### src/rtl/sram_axi_req_arbiter_pkg.sv
// Shared definitions for the SRAM-to-AXI bridge: fixed AXI IDs, AXI size
// encodings and the issue-slot payload layouts used by the request arbiter
// and by the AR/R and AW/W/B channel blocks.
package bridge_pkg;

    localparam logic [3:0] INST_ID = 4'd0;
    localparam logic [3:0] DATA_ID = 4'd1;

    localparam logic [2:0] AXI_SIZE_1B = 3'd0;
    localparam logic [2:0] AXI_SIZE_2B = 3'd1;
    localparam logic [2:0] AXI_SIZE_4B = 3'd2;

    typedef struct packed {
        logic [3:0]  id;
        logic [31:0] addr;
        logic [2:0]  size;
    } rd_slot_t;

    typedef struct packed {
        logic [31:0] addr;
        logic [2:0]  size;
        logic [3:0]  wstrb;
        logic [31:0] wdata;
    } wr_slot_t;

    // SRAM-like size (bytes = 1 << size) maps directly onto AWSIZE/ARSIZE.
    function automatic logic [2:0] axi_size(input logic [1:0] sram_size);
        return {1'b0, sram_size};
    endfunction

endpackage

### src/rtl/sram_axi_req_arbiter_if.sv
// Request/issue bus of the arbiter: CPU-side SRAM-like requests, the read and
// write issue slots, and completion pulses from the channel blocks.
// slave = the arbiter, master = its environment.
interface sram_axi_req_arbiter_if;
    logic        inst_req;
    logic        inst_wr;
    logic [1:0]  inst_size;
    logic [31:0] inst_addr;
    logic        inst_addr_ok;

    logic        data_req;
    logic        data_wr;
    logic [1:0]  data_size;
    logic [3:0]  data_wstrb;
    logic [31:0] data_addr;
    logic [31:0] data_wdata;
    logic        data_addr_ok;

    logic        rd_valid;
    logic [3:0]  rd_id;
    logic [31:0] rd_addr;
    logic [2:0]  rd_size;
    logic        rd_ready;

    logic        wr_valid;
    logic [31:0] wr_addr;
    logic [2:0]  wr_size;
    logic [3:0]  wr_wstrb;
    logic [31:0] wr_wdata;
    logic        wr_ready;

    logic        rd_done;
    logic [3:0]  rd_done_id;
    logic        wr_done;
    logic        busy;

    modport slave (
        input  inst_req, inst_wr, inst_size, inst_addr,
        output inst_addr_ok,
        input  data_req, data_wr, data_size, data_wstrb, data_addr, data_wdata,
        output data_addr_ok,
        output rd_valid, rd_id, rd_addr, rd_size,
        input  rd_ready,
        output wr_valid, wr_addr, wr_size, wr_wstrb, wr_wdata,
        input  wr_ready,
        input  rd_done, rd_done_id, wr_done,
        output busy
    );

    modport master (
        output inst_req, inst_wr, inst_size, inst_addr,
        input  inst_addr_ok,
        output data_req, data_wr, data_size, data_wstrb, data_addr, data_wdata,
        input  data_addr_ok,
        input  rd_valid, rd_id, rd_addr, rd_size,
        output rd_ready,
        input  wr_valid, wr_addr, wr_size, wr_wstrb, wr_wdata,
        output wr_ready,
        output rd_done, rd_done_id, wr_done,
        input  busy
    );
endinterface

### src/rtl/sram_axi_req_arbiter_issue_slot.sv
// issue_slot: one-entry valid/ready holding register. The owner only loads it
// when it is empty or handshaking this cycle, so a load always wins.
module issue_slot #(
    parameter int W = 8
) (
    input  logic         clk,
    input  logic         resetn,
    input  logic         load,
    input  logic [W-1:0] load_data,
    input  logic         ready,
    output logic         valid,
    output logic [W-1:0] data
);
    logic         valid_q, valid_d;
    logic [W-1:0] data_q, data_d;

    // Next entry state: load replaces, handshake without load empties, else hold.
    always_comb begin
        valid_d = valid_q;
        data_d  = data_q;
        if (load) begin
            valid_d = 1'b1;
            data_d  = load_data;
        end else if (valid_q && ready) begin
            valid_d = 1'b0;
        end
    end

    // Entry register; reset also clears the payload so outputs read as zero.
    always_ff @(posedge clk) begin
        if (!resetn) begin
            valid_q <= 1'b0;
            data_q  <= '0;
        end else begin
            valid_q <= valid_d;
            data_q  <= data_d;
        end
    end

    assign valid = valid_q;
    assign data  = data_q;
endmodule

### src/rtl/sram_axi_req_arbiter.sv
// sram_axi_req_arbiter: arbitrates instruction and data SRAM-like requests
// into a read-issue slot and a write-issue slot, tracking reads in flight,
// the single pending write, and starvation of the instruction side.
// Optional feature macro ARB_RAW_ADDR_CMP_EN: when defined, a data read is
// only held behind a pending write to the same 32-bit word; otherwise every
// data read waits for the pending write to complete.
module sram_axi_req_arbiter
    import bridge_pkg::*;
#(
    parameter int RD_MAX     = 2,
    parameter int STARVE_MAX = 4
) (
    input logic                   clk,
    input logic                   resetn,
    sram_axi_req_arbiter_if.slave bus
);
    logic     rd_valid, wr_valid;
    rd_slot_t rd_slot, rd_load_data;
    wr_slot_t wr_slot, wr_load_data;

    logic [1:0] rd_cnt_q, rd_cnt_d;
    logic       wr_pend_q, wr_pend_d;
    logic [2:0] starve_q, starve_d;

    logic rd_free, rd_room, raw_block;
    logic inst_elig, data_rd_elig, data_wr_elig;
    logic inst_gnt, data_gnt, rd_load, wr_load, rd_hs;

`ifdef ARB_RAW_ADDR_CMP_EN
    logic [29:0] wr_pend_addr_q, wr_pend_addr_d;
`endif

    // Eligibility and grant: data beats inst unless inst has been starved.
    always_comb begin
        rd_free = !rd_valid || bus.rd_ready;
        rd_room = ({1'b0, rd_cnt_q} + {2'b00, rd_valid}) < 3'(RD_MAX);
`ifdef ARB_RAW_ADDR_CMP_EN
        raw_block = wr_pend_q && (bus.data_addr[31:2] == wr_pend_addr_q);
`else
        raw_block = wr_pend_q;
`endif
        data_rd_elig = bus.data_req && !bus.data_wr && rd_free && rd_room && !raw_block;
        data_wr_elig = bus.data_req && bus.data_wr && !wr_pend_q;
        inst_elig    = bus.inst_req && rd_free && rd_room;
        inst_gnt     = resetn && inst_elig &&
                       ((starve_q == 3'(STARVE_MAX)) || !(data_rd_elig || data_wr_elig));
        data_gnt     = resetn && !inst_gnt && (data_rd_elig || data_wr_elig);
        rd_load      = inst_gnt || (data_gnt && !bus.data_wr);
        wr_load      = data_gnt && bus.data_wr;
        rd_hs        = rd_valid && bus.rd_ready;

        rd_load_data = '0;
        if (inst_gnt) begin
            rd_load_data.id   = INST_ID;
            rd_load_data.addr = bus.inst_addr;
            rd_load_data.size = axi_size(bus.inst_size);
        end else begin
            rd_load_data.id   = DATA_ID;
            rd_load_data.addr = bus.data_addr;
            rd_load_data.size = axi_size(bus.data_size);
        end
        wr_load_data.addr  = bus.data_addr;
        wr_load_data.size  = axi_size(bus.data_size);
        wr_load_data.wstrb = bus.data_wstrb;
        wr_load_data.wdata = bus.data_wdata;
    end

    // Counter/flag next state: reads in flight, pending write, starvation.
    always_comb begin
        rd_cnt_d  = rd_cnt_q;
        wr_pend_d = wr_pend_q;
        starve_d  = starve_q;
        if (rd_hs && !(bus.rd_done && rd_cnt_q != 2'd0)) begin
            rd_cnt_d = rd_cnt_q + 2'd1;
        end else if (!rd_hs && bus.rd_done && rd_cnt_q != 2'd0) begin
            rd_cnt_d = rd_cnt_q - 2'd1;
        end
        // A write grant needs !wr_pend, so it never coincides with a clear.
        if (wr_load) begin
            wr_pend_d = 1'b1;
        end else if (bus.wr_done) begin
            wr_pend_d = 1'b0;
        end
        if (!bus.inst_req || inst_gnt) begin
            starve_d = 3'd0;
        end else if (data_gnt && starve_q != 3'(STARVE_MAX)) begin
            starve_d = starve_q + 3'd1;
        end
`ifdef ARB_RAW_ADDR_CMP_EN
        wr_pend_addr_d = wr_load ? bus.data_addr[31:2] : wr_pend_addr_q;
`endif
    end

    // Control state registers.
    always_ff @(posedge clk) begin
        if (!resetn) begin
            rd_cnt_q  <= 2'd0;
            wr_pend_q <= 1'b0;
            starve_q  <= 3'd0;
`ifdef ARB_RAW_ADDR_CMP_EN
            wr_pend_addr_q <= '0;
`endif
        end else begin
            rd_cnt_q  <= rd_cnt_d;
            wr_pend_q <= wr_pend_d;
            starve_q  <= starve_d;
`ifdef ARB_RAW_ADDR_CMP_EN
            wr_pend_addr_q <= wr_pend_addr_d;
`endif
        end
    end

    issue_slot #(.W($bits(rd_slot_t))) u_rd_slot (
        .clk       (clk),
        .resetn    (resetn),
        .load      (rd_load),
        .load_data (rd_load_data),
        .ready     (bus.rd_ready),
        .valid     (rd_valid),
        .data      (rd_slot)
    );

    issue_slot #(.W($bits(wr_slot_t))) u_wr_slot (
        .clk       (clk),
        .resetn    (resetn),
        .load      (wr_load),
        .load_data (wr_load_data),
        .ready     (bus.wr_ready),
        .valid     (wr_valid),
        .data      (wr_slot)
    );

    assign bus.inst_addr_ok = inst_gnt;
    assign bus.data_addr_ok = data_gnt;
    assign bus.rd_valid     = rd_valid;
    assign bus.rd_id        = rd_slot.id;
    assign bus.rd_addr      = rd_slot.addr;
    assign bus.rd_size      = rd_slot.size;
    assign bus.wr_valid     = wr_valid;
    assign bus.wr_addr      = wr_slot.addr;
    assign bus.wr_size      = wr_slot.size;
    assign bus.wr_wstrb     = wr_slot.wstrb;
    assign bus.wr_wdata     = wr_slot.wdata;
    assign bus.busy         = rd_valid || wr_valid || (rd_cnt_q != 2'd0) || wr_pend_q;

    // Fetches never write and completions are counted regardless of ID.
    logic unused_ok;
    assign unused_ok = ^{bus.inst_wr, bus.rd_done_id};
endmodule

### src/flat_wrapper.sv
// flat-port wrapper written by rule: the top's interface ports become plain ports
module sram_axi_req_arbiter_flat import bridge_pkg::*;
#(
    parameter int RD_MAX     = 2,
    parameter int STARVE_MAX = 4
)
  (clk, resetn, bus_inst_req, bus_inst_wr, bus_inst_size, bus_inst_addr, bus_inst_addr_ok, bus_data_req, bus_data_wr, bus_data_size, bus_data_wstrb, bus_data_addr, bus_data_wdata, bus_data_addr_ok, bus_rd_valid, bus_rd_id, bus_rd_addr, bus_rd_size, bus_rd_ready, bus_wr_valid, bus_wr_addr, bus_wr_size, bus_wr_wstrb, bus_wr_wdata, bus_wr_ready, bus_rd_done, bus_rd_done_id, bus_wr_done, bus_busy);
  sram_axi_req_arbiter_if bus_i ();
  input logic clk;
  input logic resetn;
  input wire logic [$bits(bus_i.inst_req)-1:0] bus_inst_req;
  input wire logic [$bits(bus_i.inst_wr)-1:0] bus_inst_wr;
  input wire logic [$bits(bus_i.inst_size)-1:0] bus_inst_size;
  input wire logic [$bits(bus_i.inst_addr)-1:0] bus_inst_addr;
  output wire logic [$bits(bus_i.inst_addr_ok)-1:0] bus_inst_addr_ok;
  input wire logic [$bits(bus_i.data_req)-1:0] bus_data_req;
  input wire logic [$bits(bus_i.data_wr)-1:0] bus_data_wr;
  input wire logic [$bits(bus_i.data_size)-1:0] bus_data_size;
  input wire logic [$bits(bus_i.data_wstrb)-1:0] bus_data_wstrb;
  input wire logic [$bits(bus_i.data_addr)-1:0] bus_data_addr;
  input wire logic [$bits(bus_i.data_wdata)-1:0] bus_data_wdata;
  output wire logic [$bits(bus_i.data_addr_ok)-1:0] bus_data_addr_ok;
  output wire logic [$bits(bus_i.rd_valid)-1:0] bus_rd_valid;
  output wire logic [$bits(bus_i.rd_id)-1:0] bus_rd_id;
  output wire logic [$bits(bus_i.rd_addr)-1:0] bus_rd_addr;
  output wire logic [$bits(bus_i.rd_size)-1:0] bus_rd_size;
  input wire logic [$bits(bus_i.rd_ready)-1:0] bus_rd_ready;
  output wire logic [$bits(bus_i.wr_valid)-1:0] bus_wr_valid;
  output wire logic [$bits(bus_i.wr_addr)-1:0] bus_wr_addr;
  output wire logic [$bits(bus_i.wr_size)-1:0] bus_wr_size;
  output wire logic [$bits(bus_i.wr_wstrb)-1:0] bus_wr_wstrb;
  output wire logic [$bits(bus_i.wr_wdata)-1:0] bus_wr_wdata;
  input wire logic [$bits(bus_i.wr_ready)-1:0] bus_wr_ready;
  input wire logic [$bits(bus_i.rd_done)-1:0] bus_rd_done;
  input wire logic [$bits(bus_i.rd_done_id)-1:0] bus_rd_done_id;
  input wire logic [$bits(bus_i.wr_done)-1:0] bus_wr_done;
  output wire logic [$bits(bus_i.busy)-1:0] bus_busy;
  assign bus_i.inst_req = bus_inst_req;
  assign bus_i.inst_wr = bus_inst_wr;
  assign bus_i.inst_size = bus_inst_size;
  assign bus_i.inst_addr = bus_inst_addr;
  assign bus_inst_addr_ok = bus_i.inst_addr_ok;
  assign bus_i.data_req = bus_data_req;
  assign bus_i.data_wr = bus_data_wr;
  assign bus_i.data_size = bus_data_size;
  assign bus_i.data_wstrb = bus_data_wstrb;
  assign bus_i.data_addr = bus_data_addr;
  assign bus_i.data_wdata = bus_data_wdata;
  assign bus_data_addr_ok = bus_i.data_addr_ok;
  assign bus_rd_valid = bus_i.rd_valid;
  assign bus_rd_id = bus_i.rd_id;
  assign bus_rd_addr = bus_i.rd_addr;
  assign bus_rd_size = bus_i.rd_size;
  assign bus_i.rd_ready = bus_rd_ready;
  assign bus_wr_valid = bus_i.wr_valid;
  assign bus_wr_addr = bus_i.wr_addr;
  assign bus_wr_size = bus_i.wr_size;
  assign bus_wr_wstrb = bus_i.wr_wstrb;
  assign bus_wr_wdata = bus_i.wr_wdata;
  assign bus_i.wr_ready = bus_wr_ready;
  assign bus_i.rd_done = bus_rd_done;
  assign bus_i.rd_done_id = bus_rd_done_id;
  assign bus_i.wr_done = bus_wr_done;
  assign bus_busy = bus_i.busy;
  sram_axi_req_arbiter #(.RD_MAX(RD_MAX), .STARVE_MAX(STARVE_MAX)) u_core (.clk(clk), .resetn(resetn), .bus(bus_i));
endmodule
### config.mk
export PLATFORM = sky130hd
export DESIGN_NAME = sram_axi_req_arbiter_flat
export DESIGN_NICKNAME = d
export VERILOG_FILES = /design/src/rtl/sram_axi_req_arbiter_pkg.sv /design/src/rtl/sram_axi_req_arbiter_if.sv /design/src/rtl/sram_axi_req_arbiter_issue_slot.sv /design/src/rtl/sram_axi_req_arbiter.sv /design/src/flat_wrapper.sv
export SDC_FILE = /design/constraint.sdc
export NUM_CORES = 1
export LEC_CHECK = 0
export ABC_AREA = 0
export CAP_MARGIN = 40
export CELL_PAD_IN_SITES_DETAIL_PLACEMENT = 0
export CELL_PAD_IN_SITES_GLOBAL_PLACEMENT = 1
export CORE_AREA = 4 4 143 145
export CTS_CLUSTER_SIZE = 14
export DETAILED_ROUTE_END_ITERATION = 6
export DIE_AREA = 0 0 147 149
export PLACE_DENSITY = 0.76
export SETUP_SLACK_MARGIN = 0.02
export SLEW_MARGIN = 0
export SYNTH_ARGS = -nofsm -noshare
export SYNTH_HDL_FRONTEND = slang
export SYNTH_SLANG_ARGS = --single-unit
### constraint.sdc
create_clock -name clk -period 2.3 [get_ports clk]
set_input_delay 0.69 -clock clk [delete_from_list [all_inputs] [get_ports clk]]
set_output_delay 0.69 -clock clk [all_outputs]
set_load 0.1 [all_outputs]
==> qor.csv <==
metric,value,unit
status,"finished, violations left",
violations,setup timing,
layout.nets,945,
tns,-0.3665,ns
power.share.sequential,32.1,%
p_leak,0.003356,uW
clk_latency,0.40,ns
pwr-share-clk,40.9,%
path_buf_inv,3,
required,1.61,ns
slew_viol_final,0,
gp_congestion,0.7321,
cts_buffer_depth,2,
syn_area_per_cell,8.532,um2
yosysSeqAreaShare,44.41,%
coreArea,19210,um2
grt_antenna_before_repair,0,
viasPerCell,4.611,
stdcell_count,1102,
crit_arrival,1.81,ns
synth_cell_types,44,
period_share,108.8,%
design_power_total,6670,uW
fin_skew,0.009816,ns
antenna_left,0,
die-width,147,um
maxCapViolCount,0,
grt_setup_unrepaired,yes,
cts.htree.levels,4,
syn_area,5094,um2
tightest_slew,0.7124,ns
die_area,21900,um2
port_buffers,222,
criticalPathCategory,flip-flop to output port,
setup_violations,2,
cts_tree,yes,
internal_power,4353,uW
vias,5081,
switching_share,34.74,%
cts_buffers,17,
track_usage,15.95,%
first_iter_violations,259,
max_stage_delay,0.33,ns
slowest_stage,dfxtp_2,
path_delay_family,simple AND/OR/NAND/NOR gates,
ys_warn_count,0,
wl_per_cell,16.08,um
drc,0,
clkSinkCount,113,
syn_inst,597,
crit_path_start_kind,flip-flop,
power.density,810.4,nW/um2
grt_max_degree,71,
layout_setup_ws,-0.2020,ns
crit_fanout,2,
dp.cells,1063,
placementRows,51,
hold_viol_final,0,
grt_pass1_wl,28150,um
num_io_pins,233,
combPwrFrac,27.0,%
die_h,149,um
dr.pass1.iters,4,
grt_overflow,0,
clkTransAtPathRegs,0.06,ns
ir_worst_vdd,450.3,uV
p_sw,2317,uW
drive_gt1_share,33.33,%
synthTopCellsByArea,"dfxtp_1 (44%), o21ai_2 (10%), nand3_1 (7.2%), nand2_1 (5.7%), o31ai_1 (4.3%)",
cts_root_buf,clkbuf_16,
postCtsHoldBufs,0,
synth_top_area_share,44.41,%
yosys.area.top_type,dfxtp_1,
fin_crit,2.502,ns
diodes,0,
min_path_type,flip-flop to flip-flop,
fmax,399.7,MHz
area_growth_syn_to_layout,61.58,%
grt_pass1_vias,5102,
max_slew_margin,52.50,%
wl,17720,um
dp_hpwl,12120,um
crit_chain,"inv_2, ha_4, nand2_2, and3_4, or2_4, clkinvlp_4, nor3_4, buf_12",
endpoint_kind,output port,
start_util,26.52,%
ys_ff_latch,113,
cell usage after synthesis (all sizes together):
library cell,n
inv,32
nand2b,3
ha,2
a21oi,2
conb,1
and3,3
nor3,3
o221ai,1
xnor2,1
nand3,73
o21a,3
o31ai,29
or3,27
o221a,7
nand2,77
nand4,2
o22ai,2
a211oi,1
buf,33
mux2i,1
dfxtp,113
nor2b,4
nor2,3
o31a,7
a2111o,1
a31oi,28
a211o,1
o2111a,1
nor4b,1
clkbuf,30
and2,3
a21o,2
o21bai,1
or2,1
o211ai,1
o21ai,97
tightest hold or removal path, stage by stage, from the launching register on:
cell and delay, ns:
dfxtp_1 0.31, nand2_1 0.05, o21ai_1 0.05
stage by stage:
| stage | instance area [um2] | utilization, % | setup WS [ns] | hold WS, ns |
|---|---|---|---|---|
| floorplan | 5152 | - | -1.153 | 0.4520 |
| global placement | 7535 | 39.23 | -0.6642 | 0.4387 |
| detailed placement | 7535 | 39.23 | -0.6684 | 0.4412 |
| CTS | 8223 | 42.81 | -0.2562 | 0.4491 |
| global route | 8230 | 42.85 | -0.2908 | 0.4700 |
| finish | 8230 | 42.85 | -0.2020 | 0.4479 |
per-layer routing:
layer | vias up | track usage [%] | part of all wire (%)
li1 | 2571 | - | -
met1 | 2356 | 20.42 | 45
met2 | 138 | 25.93 | 47
met3 | 16 | 5.105 | 6.4
met4 | 0 | 4.567 | 1.7
met5 | - | 0 | 0
cell type report:
type                    count  area, um2
fillers                  1926      10980
multi-input cells         393       2476
repair buffers            268       2420
flip-flops and latches    113       2267
clock buffers              19      452.9
well taps                 265      331.6
clock inverters            12      158.9
inverters                  32      123.9
power groups by stage:
stage                     registers (uW)  clock network [uW]  logic [uW]
after floorplan                     3020                   0         401
after global placement              2180                   0        1800
after detailed placement            2180                   0        1800
after CTS                           2140                2800        1810
after global routing                2160                2880        1880
final                               2140                2730        1800
sequential cells by signal (all words and copies together), names as in the netlist:
register / cells
u_core.u_wr_slot.data: 70
u_core.rd_cnt_q: 2
u_core.u_rd_slot.valid: 1
u_core.raw_block: 1
u_core.starve_q: 3
u_core.u_wr_slot.valid: 1
u_core.u_rd_slot.data: 35
logic make-up (layout without fill, tap and decap cells):
family                     Yosys count  count (layout)  share of synthesized area (%)
DFF                                113             113                          44.41
muxes                                1               1                         0.1965
other                                1               5                        0.07362
and+or+nand+nor                    200             200                          19.01
adders and majority gates            2               2                         0.4912
buffers and inverters               95             331                          8.696
xor gates and xnor gates             1               1                         0.1720
AOI/OAI and AO/OA                  184             184                          26.95
cell usage in the layout, fill, tap and decap left out, drive strengths merged, types with 4 or more instances in the layout:
master and instances:
inv 32, o221a 7, or3 27, dfxtp 113
nor2b 4, buf 160, clkinv 6, nand2 77
o21ai 97, nand3 73, a31oi 28, o31a 7
conb 5, clkbuf 20, clkdlybuf4s50 107, o31ai 29
what timing repair did:
action                                  4_1_cts  5_1_grt
setup buffers                                 6        2
gates resized for setup                      22        4
pin swaps                                     7        5
endpoints found under the setup margin        2        2
final timing paths:
path | start | endpoint | slack [ns] | cells after the start
max reg2reg | u_core.starve_q[0] | u_core.u_wr_slot.data[50] | 0.47 | 8
min | u_core.u_wr_slot.data[3] | u_core.u_wr_slot.data[3] | 0.45 | 2
max | u_core.starve_q[0] | bus_data_addr_ok | -0.20 | 8
min reg2reg | u_core.u_wr_slot.data[3] | u_core.u_wr_slot.data[3] | 0.45 | 2
No activity file was read; power rests on OpenSTA's default activity.
